==> src/rtl/dmux_pkg.sv <==
// Shared types and the select-resolution helper for datapath_mux_pipe.
package dmux_pkg;

    typedef enum logic [1:0] {
        EMPTY = 2'd0,
        ONE   = 2'd1,
        TWO   = 2'd2
    } buf_state_e;

    localparam logic [31:0] DEFAULT_CONST_VAL = 32'd5;

    // Upper bounds the helper can handle: WIDTH <= 64, NUM_IN*WIDTH <= 1024.
    localparam int unsigned DMUX_MAX_W   = 64;
    localparam int unsigned DMUX_MAX_BUS = 1024;
    localparam int unsigned DMUX_BUS_IW  = 10;

    function automatic logic [DMUX_MAX_W-1:0] dmux_select(
        input logic [DMUX_MAX_BUS-1:0] bus,
        input int unsigned             sel,
        input int unsigned             num_in,
        input int unsigned             width,
        input logic [DMUX_MAX_W-1:0]   const_val
    );
        logic [DMUX_MAX_W-1:0]  r;
        logic [DMUX_BUS_IW-1:0] idx;
        r   = '0;
        idx = '0;
        if (sel >= num_in) begin
            r = const_val;
        end else begin
            for (int unsigned b = 0; b < DMUX_MAX_W; b++) begin
                if (b < width) begin
                    idx         = DMUX_BUS_IW'(sel * width + b);
                    r[b[5:0]]   = bus[idx];
                end
            end
        end
        return r;
    endfunction

endpackage

==> src/rtl/datapath_mux_pipe_if.sv <==
// Handshake/data bundle for datapath_mux_pipe; sel_err exists only with DMUX_SELERR_EN.
interface datapath_mux_pipe_if #(
    parameter int WIDTH   = 32,
    parameter int NUM_IN  = 4,
    parameter int SEL_W   = 2,
    parameter int COUNT_W = 16
);
    // Both sides: a beat transfers on a rising clk edge where valid && ready;
    // a producer holds its payload stable while valid && !ready.
    logic [SEL_W-1:0]        sel;
    logic [NUM_IN*WIDTH-1:0] data_in;
    logic                    in_valid;
    logic                    in_ready;
    logic [WIDTH-1:0]        data_out;
    logic [SEL_W-1:0]        sel_out;
    logic                    out_valid;
    logic                    out_ready;
    logic [COUNT_W-1:0]      xfer_cnt;
`ifdef DMUX_SELERR_EN
    logic                    sel_err;
`endif

    modport master (
        output sel, data_in, in_valid, out_ready,
        input  in_ready, data_out, sel_out, out_valid, xfer_cnt
`ifdef DMUX_SELERR_EN
        , sel_err
`endif
    );

    modport slave (
        input  sel, data_in, in_valid, out_ready,
        output in_ready, data_out, sel_out, out_valid, xfer_cnt
`ifdef DMUX_SELERR_EN
        , sel_err
`endif
    );

endinterface

==> src/rtl/dmux_skid2.sv <==
// Two-entry FIFO skid buffer with registered ready/valid; state exposed for debug.
module dmux_skid2
    import dmux_pkg::*;
#(
    parameter int PW = 34
) (
    input  logic          clk,
    input  logic          reset,
    input  logic          push_valid,
    output logic          push_ready,
    input  logic [PW-1:0] push_data,
    output logic          pop_valid,
    input  logic          pop_ready,
    output logic [PW-1:0] pop_data,
    output buf_state_e    state
);

    logic [PW-1:0] tail_q;
    logic          push;
    logic          pop;

    assign push = push_valid && push_ready;
    assign pop  = pop_valid && pop_ready;

    // Ready/valid are registered from the next state so neither output
    // ever depends combinationally on the opposite side's handshake.
    always_ff @(posedge clk or posedge reset) begin
        if (reset) begin
            state      <= EMPTY;
            pop_data   <= '0;
            tail_q     <= '0;
            pop_valid  <= 1'b0;
            push_ready <= 1'b0;
        end else begin
            case (state)
                EMPTY: begin
                    if (push) begin
                        pop_data   <= push_data;
                        state      <= ONE;
                        pop_valid  <= 1'b1;
                    end
                    push_ready <= 1'b1;
                end
                ONE: begin
                    if (push && pop) begin
                        pop_data   <= push_data;
                        push_ready <= 1'b1;
                    end else if (push) begin
                        tail_q     <= push_data;
                        state      <= TWO;
                        push_ready <= 1'b0;
                    end else if (pop) begin
                        state      <= EMPTY;
                        pop_valid  <= 1'b0;
                        push_ready <= 1'b1;
                    end else begin
                        push_ready <= 1'b1;
                    end
                end
                TWO: begin
                    if (pop) begin
                        pop_data   <= tail_q;
                        state      <= ONE;
                        push_ready <= 1'b1;
                    end
                end
                default: begin
                    state      <= EMPTY;
                    pop_valid  <= 1'b0;
                    push_ready <= 1'b0;
                end
            endcase
        end
    end

endmodule

==> src/rtl/datapath_mux_pipe.sv <==
// N-way operand selector with 2-entry skid output and transfer counter.
// Optional DMUX_SELERR_EN adds a per-entry out-of-range select flag (sel_err).
module datapath_mux_pipe
    import dmux_pkg::*;
#(
    parameter int               WIDTH     = 32,
    parameter int               NUM_IN    = 4,
    parameter int               SEL_W     = 2,
    parameter logic [WIDTH-1:0] CONST_VAL = WIDTH'(DEFAULT_CONST_VAL),
    parameter int               COUNT_W   = 16
) (
    input  logic                 clk,
    input  logic                 reset,
    datapath_mux_pipe_if.slave   bus,
    output buf_state_e           state_dbg
);

`ifdef DMUX_SELERR_EN
    localparam int PW = WIDTH + SEL_W + 1;
`else
    localparam int PW = WIDTH + SEL_W;
`endif

    logic [DMUX_MAX_BUS-1:0] bus_ext;
    logic [DMUX_MAX_W-1:0]   sel_wide;
    logic [WIDTH-1:0]        sel_val;
    logic [PW-1:0]           push_data;
    logic [PW-1:0]           pop_data;
    logic [COUNT_W-1:0]      cnt_q;

    assign bus_ext  = DMUX_MAX_BUS'(bus.data_in);
    assign sel_wide = dmux_select(bus_ext, 32'(bus.sel), NUM_IN, WIDTH,
                                  DMUX_MAX_W'(CONST_VAL));
    assign sel_val  = sel_wide[WIDTH-1:0];

`ifdef DMUX_SELERR_EN
    logic sel_oor;
    assign sel_oor   = (32'(bus.sel) >= NUM_IN);
    assign push_data = {sel_oor, bus.sel, sel_val};
    assign {bus.sel_err, bus.sel_out, bus.data_out} = pop_data;
`else
    assign push_data = {bus.sel, sel_val};
    assign {bus.sel_out, bus.data_out} = pop_data;
`endif

    dmux_skid2 #(.PW(PW)) u_skid (
        .clk        (clk),
        .reset      (reset),
        .push_valid (bus.in_valid),
        .push_ready (bus.in_ready),
        .push_data  (push_data),
        .pop_valid  (bus.out_valid),
        .pop_ready  (bus.out_ready),
        .pop_data   (pop_data),
        .state      (state_dbg)
    );

    // Counts completed output handshakes; wraps silently.
    always_ff @(posedge clk or posedge reset) begin
        if (reset) begin
            cnt_q <= '0;
        end else if (bus.out_valid && bus.out_ready) begin
            cnt_q <= cnt_q + COUNT_W'(1);
        end
    end

    assign bus.xfer_cnt = cnt_q;

endmodule
==> src/flat_wrapper.sv <==
// flat-port wrapper written by rule: the top's interface ports become plain ports
module datapath_mux_pipe_flat import dmux_pkg::*;
#(
    parameter int               WIDTH     = 32,
    parameter int               NUM_IN    = 4,
    parameter int               SEL_W     = 2,
    parameter logic [WIDTH-1:0] CONST_VAL = WIDTH'(DEFAULT_CONST_VAL),
    parameter int               COUNT_W   = 16
)
  (clk, reset, state_dbg, bus_sel, bus_data_in, bus_in_valid, bus_out_ready, bus_in_ready, bus_data_out, bus_sel_out, bus_out_valid, bus_xfer_cnt);
  datapath_mux_pipe_if #(.WIDTH(WIDTH), .NUM_IN(NUM_IN), .SEL_W(SEL_W), .COUNT_W(COUNT_W)) bus_i ();
  input  logic clk;
  input  logic reset;
  output buf_state_e state_dbg;
  input wire logic [$bits(bus_i.sel)-1:0] bus_sel;
  input wire logic [$bits(bus_i.data_in)-1:0] bus_data_in;
  input wire logic [$bits(bus_i.in_valid)-1:0] bus_in_valid;
  input wire logic [$bits(bus_i.out_ready)-1:0] bus_out_ready;
  output wire logic [$bits(bus_i.in_ready)-1:0] bus_in_ready;
  output wire logic [$bits(bus_i.data_out)-1:0] bus_data_out;
  output wire logic [$bits(bus_i.sel_out)-1:0] bus_sel_out;
  output wire logic [$bits(bus_i.out_valid)-1:0] bus_out_valid;
  output wire logic [$bits(bus_i.xfer_cnt)-1:0] bus_xfer_cnt;
  assign bus_i.sel = bus_sel;
  assign bus_i.data_in = bus_data_in;
  assign bus_i.in_valid = bus_in_valid;
  assign bus_i.out_ready = bus_out_ready;
  assign bus_in_ready = bus_i.in_ready;
  assign bus_data_out = bus_i.data_out;
  assign bus_sel_out = bus_i.sel_out;
  assign bus_out_valid = bus_i.out_valid;
  assign bus_xfer_cnt = bus_i.xfer_cnt;
  datapath_mux_pipe #(.WIDTH(WIDTH), .NUM_IN(NUM_IN), .SEL_W(SEL_W), .CONST_VAL(CONST_VAL), .COUNT_W(COUNT_W)) u_core (.clk(clk), .reset(reset), .bus(bus_i), .state_dbg(state_dbg));
endmodule
==> config.mk <==
export PLATFORM = sky130hd
export DESIGN_NAME = datapath_mux_pipe_flat
export DESIGN_NICKNAME = d
export VERILOG_FILES = /design/src/rtl/dmux_pkg.sv /design/src/rtl/datapath_mux_pipe_if.sv /design/src/rtl/dmux_skid2.sv /design/src/rtl/datapath_mux_pipe.sv /design/src/flat_wrapper.sv
export SDC_FILE = /design/constraint.sdc
export NUM_CORES = 1
export LEC_CHECK = 0
export CAP_MARGIN = 20
export CELL_PAD_IN_SITES_DETAIL_PLACEMENT = 0
export CELL_PAD_IN_SITES_GLOBAL_PLACEMENT = 1
export CORE_MARGIN = 8
export CORE_UTILIZATION = 36
export DETAILED_ROUTE_END_ITERATION = 7
export PLACE_DENSITY_LB_ADDON = 0.15
export SLEW_MARGIN = 15
export SYNTH_ARGS = -nofsm -noshare
export SYNTH_HDL_FRONTEND = slang
export SYNTH_HIERARCHICAL = 1
export SYNTH_SLANG_ARGS = --single-unit
==> constraint.sdc <==
create_clock -name clk -period 2.6 [get_ports clk]
set_input_delay 0.65 -clock clk [delete_from_list [all_inputs] [get_ports clk]]
set_output_delay 0.65 -clock clk [all_outputs]
set_load 0.005 [all_outputs]
# Word level (Yosys, flattened, before mapping)
# Cells that the tools add are included.
# word_totals
regBits	88
out_inout_bits	54
ram_bits	0
latch_bits	0
rom_bits	0
wordCells	173
mem_count	0
inputBits	134
# classes
div	0
shifts	0
bitwise	2
eq_ne	9
n_addsub	32
reduce_logical	9
order_cmp	32
n_mux	83
mul	0
# op_table
operator	count
< comparator 10 x 11 -> 1 bit (second input constant)	31
binary-select mux 1 bit (select 10 bit)	31
adder 7 x 5 -> 8 bit (second input constant)	16
2-to-1 mux 34 bit	3
case mux 34 bit (3 select lines)	1
adder 7 x 4 -> 8 bit (second input constant)	8
2-to-1 mux 1 bit	39
adder 7 x 3 -> 8 bit (second input constant)	4
adder 16 x 1 -> 16 bit (second input constant)	1
adder 7 x 2 -> 8 bit (second input constant)	2
!= test 2 bit (second input constant)	6
< comparator 7 x 11 -> 1 bit (second input constant)	1
2-to-1 mux 2 bit	5
adder 7 x 1 -> 8 bit (second input constant)	1
AND reduction 4 bit	2
case mux 1 bit (3 select lines)	2
case mux 2 bit (3 select lines)	1
AND reduction 5 bit	1
logical AND 1 bit	3
!= test 3 bit (second input constant)	1
AND reduction 3 bit	1
nonzero test 3 bit	1
binary-select mux 1 bit (select 2 bit)	1
equality test 2 x 1 -> 1 bit (second input constant)	1
3 further kinds	4

# Longest topological paths before layout
# logic_depth
depth_word	5
depth_mapped	5
mapped_depth_nobuf	5

# Modules after synthesis
# Netlist, hierarchy kept.
# modules_own_cells
module	instances	cells_each	seq_area_each_um2	area_each_um2
dmux_skid2	1	203	1801.7	3444.6
datapath_mux_pipe	1	97	400.4	1490.2

# Worst setup path after synthesis
# No wires, ideal clock.
# synth_timing
path_kind	input port to flip-flop
startpoint	input port bus_sel[0]
endpoint	register u_core.u_skid.pop_data[12]
setup_slack_ns	0.542
arrival_ns	1.934
path_stages	5
n_path_buf	2
setup_time_ns	0.125
path_cell_list	buf_6 buf_6 mux4_2 mux2_2 mux2_2
# synth_between
elab_chain_len	5
# synth_lines
element	line	source
start, declared	flat_wrapper.sv:15	input wire logic [$bits(bus_i.sel)-1:0] bus_sel;
adder 7 x 4 -> 8 bit (*)	dmux_pkg.sv:33	idx = DMUX_BUS_IW'(sel * width + b);
binary-select mux 1 bit (select 10 bit) (*)	dmux_pkg.sv:34	r[b[5:0]] = bus[idx];
2-to-1 mux 1 bit (implied by the code) (*)	dmux_pkg.sv:34	
net u_core.push_data[12]	datapath_mux_pipe.sv:27	logic [PW-1:0] push_data;
2-to-1 mux 34 bit, on equally long branches	dmux_skid2.sv:45, dmux_skid2.sv:37	
case mux 34 bit (3 select lines) (*)	dmux_skid2.sv:35	case (state)
end signal, assigned	dmux_skid2.sv:38	pop_data <= push_data;
end signal, assigned	dmux_skid2.sv:46	pop_data <= push_data;
end signal, assigned	dmux_skid2.sv:62	pop_data <= tail_q;
end, declared	dmux_skid2.sv:14	output logic [PW-1:0] pop_data,
# Mark *: on every way through the listed nets, which the timed path passes. The rest lies on a longest branch. The select of a mux whose other input is x is not followed.
# A chain may end at the register's enable or synchronous reset.

# Worst setup path after layout
# layout_timing
startpoint	register u_core.u_skid.pop_valid
endpoint	output port bus_out_valid
# layout_lines
element	line	source
start, declared	dmux_skid2.sv:12	output logic pop_valid,
start signal, assigned	dmux_skid2.sv:32	pop_valid <= 1'b0;
start signal, assigned	dmux_skid2.sv:40	pop_valid <= 1'b1;
start signal, assigned	dmux_skid2.sv:54	pop_valid <= 1'b0;
end, declared	flat_wrapper.sv:22	output wire logic [$bits(bus_i.out_valid)-1:0] bus_out_valid;
# No word-level cell between the ends.

==> impl_metrics.ini <==
[timing]
skew_ns = 0.00411
rsz0062_at_grt = no
final.min_clock_period_ns = 2.09
slew_viol_final = 0
timing.slew.headroom_pct = 59.6
fin_ws_ns = 0.510
fin_crit_sh_pct = 80.4
hold_viol_final = 0
maxClockFrequency_ghz = 0.478
fin_tns_setup_ns = 0
finalSetupViolations = 0
hold_ws_ns = 0.474
tightest_slew_ns = 0.606

[status]
outcome = completed

[yosys]
synth_edf_count = 0
synth_top_cell_by_area = dfrtp_1
netlist_instances = 300
yosysTopAreaCellShare_pct = 44.6
mappedNetlistArea_um2 = 4930
syn_nets = 435
async_reset_ff_share_pct = 100
avgSynthCellArea_um2 = 16.4
synth-seq-cells = 88
ys_types = 34
synth_warnings = 6
yosysSeqAreaShare_pct = 44.6
synthFlopType = dfrtp_1
synthTopCellsByArea = dfrtp_1, mux2_4, mux4_2

[power]
p_clk_share_pct = 21.7
leakagePower_nw = 3.12
p_int_mw = 5.10
p_seq_share_pct = 34.4
peakVddDrop_mv = 0.415
power_frac_comb_pct = 43.9
swShare_pct = 27.4
p_switching_mw = 1.93
cellPowerDensity_nw_per_um2 = 958

[worst_setup_path]
critPathMaxStageDelay_ns = 0.57
endpoint_kind = output port
r2r_cells = 4
required_ns = 1.95
crit_family = buffers and inverters
arrival_ns = 1.44
r2r_start = u_core/u_skid/state[1]$_DFFE_PP0P_
critPathLaunchType = flop
rr_endpoint = u_core/u_skid/pop_data[12]$_DFFE_PP0P_
r2r_slack_ns = 0.69
crit_buf_inv = 1
crit_chain = clkdlybuf4s50_1
worstSetupPathType = flop to output port
path_depth = 1
cp_slowest_cell = clkdlybuf4s50_1
cp_max_fo = 9

[job]
cap_violations = 0

[floorplanning]
io_pins = 188
rows = 42
die_y_um = 133
coreArea_um2 = 13300
initial_core_util_pct = 37.1
dieArea_um2 = 17700
fp.dieW_um = 133

[clocking]
cts_buffer_depth = 2
postCtsSetupBuffers = 0
numCtsBuffers = 9
cts_max_level = 3
clk_latency_ns = 0.33
clock_sinks = 88
ctsHoldBuffers = 0
cts.repair.resized = 0
clock-root-buffer = clkbuf_16
cts_tree = yes
clkTransAtPathRegs_ns = 0.06

[layout]
nets = 628
drive_gt1_share_pct = 35.3
fillers = 1126
fin_cells = 674
n_antenna_cell = 0
area_growth_pct = 48.7
design_area_um2 = 7340

[placement]
place_ws_ns = 0.204
dp.cells = 658
placed_area_um2 = 6980
hpwl_um = 10200
port_buffers = 187
place_congestion = 0.702

[global_routing]
grt_max_degree = 40
grt_pass1_vias = 3912
grt_first_pass_wirelength_um = 21200
grt_use_total_pct = 15.2
grt_antenna_before_repair = 1
gr-total-overflow = 0

[detailed_routing]
vias_per_cell = 4.95
route.detailed.drc = 0
wl_per_cell_um = 19.3
vias = 3334
finalWirelength_um = 13000
firstDrtPassIters = 4
ant_nets = 0
drt_iter0_drc = 121

[min_path]
worstHoldPathCells = 1
worstHoldStart = u_core/bus.xfer_cnt[15]$_DFFE_PP0P_
min_to = u_core/bus.xfer_cnt[15]$_DFFE_PP0P_
hp-class = flop to flop
-- cell type report --
cell class	count	area, um^2	share of cell area [%]
multi-input cells	191	2530	34.5
clock buffers	11	253	3.44
repair buffers	199	2010	27.5
inverters	4	16.3	0.222
well taps	176	220	3.00
flip-flops and latches	88	2200	30.0
clock inverters	5	103	1.40
-- how the worst max path moves through the flow --
stage,end,startpoint,slack [ns]
after global routing,bus_out_valid,u_core/u_skid/pop_valid$_DFFE_PP0P_,0.47
after detailed placement,u_core/u_skid/pop_data[12]$_DFFE_PP0P_,bus_out_ready,0.20
after global placement,u_core/u_skid/pop_data[13]$_DFFE_PP0P_,bus_sel[0],0.21
final,bus_out_valid,u_core/u_skid/pop_valid$_DFFE_PP0P_,0.51
after CTS,bus_out_valid,u_core/u_skid/pop_valid$_DFFE_PP0P_,0.49
after floorplan,u_core/u_skid/pop_data[0]$_DFFE_PP0P_,reset,0.13
-- power groups by stage --
| stage | Combinational, mW | Sequential [mW] | Clock [mW] |
|---|---|---|---|
| after global routing | 3.33 | 2.50 | 1.62 |
| after detailed placement | 3.15 | 2.44 | 0 |
| after global placement | 3.12 | 2.41 | 0 |
| final | 3.09 | 2.42 | 1.52 |
| after floorplan | 1.96 | 2.38 | 0 |
| after CTS | 3.16 | 2.42 | 1.57 |
-- synth_stat cells, types with 2 or more instances --
cell type	instances
dfrtp_1	88
mux2_4	59
mux2_2	44
mux4_2	32
xnor2_1	11
buf_6	8
nand2_1	5
nand3_1	5
and3_1	4
inv_1	4
nor2_1	4
xor2_1	4
buf_12	3
buf_2	3
buf_4	3
nand4_1	3
nand2_2	2
o21ai_0	2
-- kinds of logic after synthesis --
| logic type | count (synthesis) | share of synthesized area [%] |
|---|---|---|
| buffers and inverters | 21 | 4.11 |
| adder cells (fa/ha/maj) | 1 | 0.254 |
| AO/OA/AOI/OAI | 9 | 1.72 |
| multiplexers | 136 | 42.8 |
| AND/OR/NAND/NOR | 30 | 3.83 |
| XOR/XNOR | 15 | 2.66 |
| flip-flops | 88 | 44.6 |
-- flip-flops by register name (all words and copies together) (netlist names) --
signal	count
u_core/u_skid/pop_valid	1
u_core/bus.xfer_cnt	16
u_core/u_skid/pop_data	34
u_core/u_skid/tail_q	34
u_core/u_skid/push_ready	1
u_core/u_skid/state	2
-- routing by layer --
metal	wire [um]	track usage, %	up-vias
li1	-	-	1525
met1	4980	16.4	1700
met2	6830	26.6	98
met3	1080	6.13	9
met4	116	4.73	2
met5	13	0	-
-- per-stage QoR --
step / utilization (%) / total power [mW]
CTS: 55.2 / 7.15
floorplan: - / 4.34
global route: 55.2 / 7.45
finish: 55.2 / 7.03
detailed placement: 52.5 / 5.59
global placement: 52.5 / 5.53
-- layout by cell type, fill, tap and decap left out, types with 2 or more instances in the layout --
cell and instances:
clkdlybuf4s50_1 185, xor2_1 4, mux2_4 59, mux4_2 32, nor2_1 4, mux2_2 44, bufinv_16 3, clkbuf_16 9
nand2_1 5, o21ai_0 2, inv_1 3, nand4_1 3, clkinv_2 2, nand3_1 5, and3_1 4, buf_2 2
xnor2_1 11, buf_4 7, clkbuf_8 2, dfrtp_1 88, nand2_2 2, buf_12 5
(Power assumes the default switching activity.)
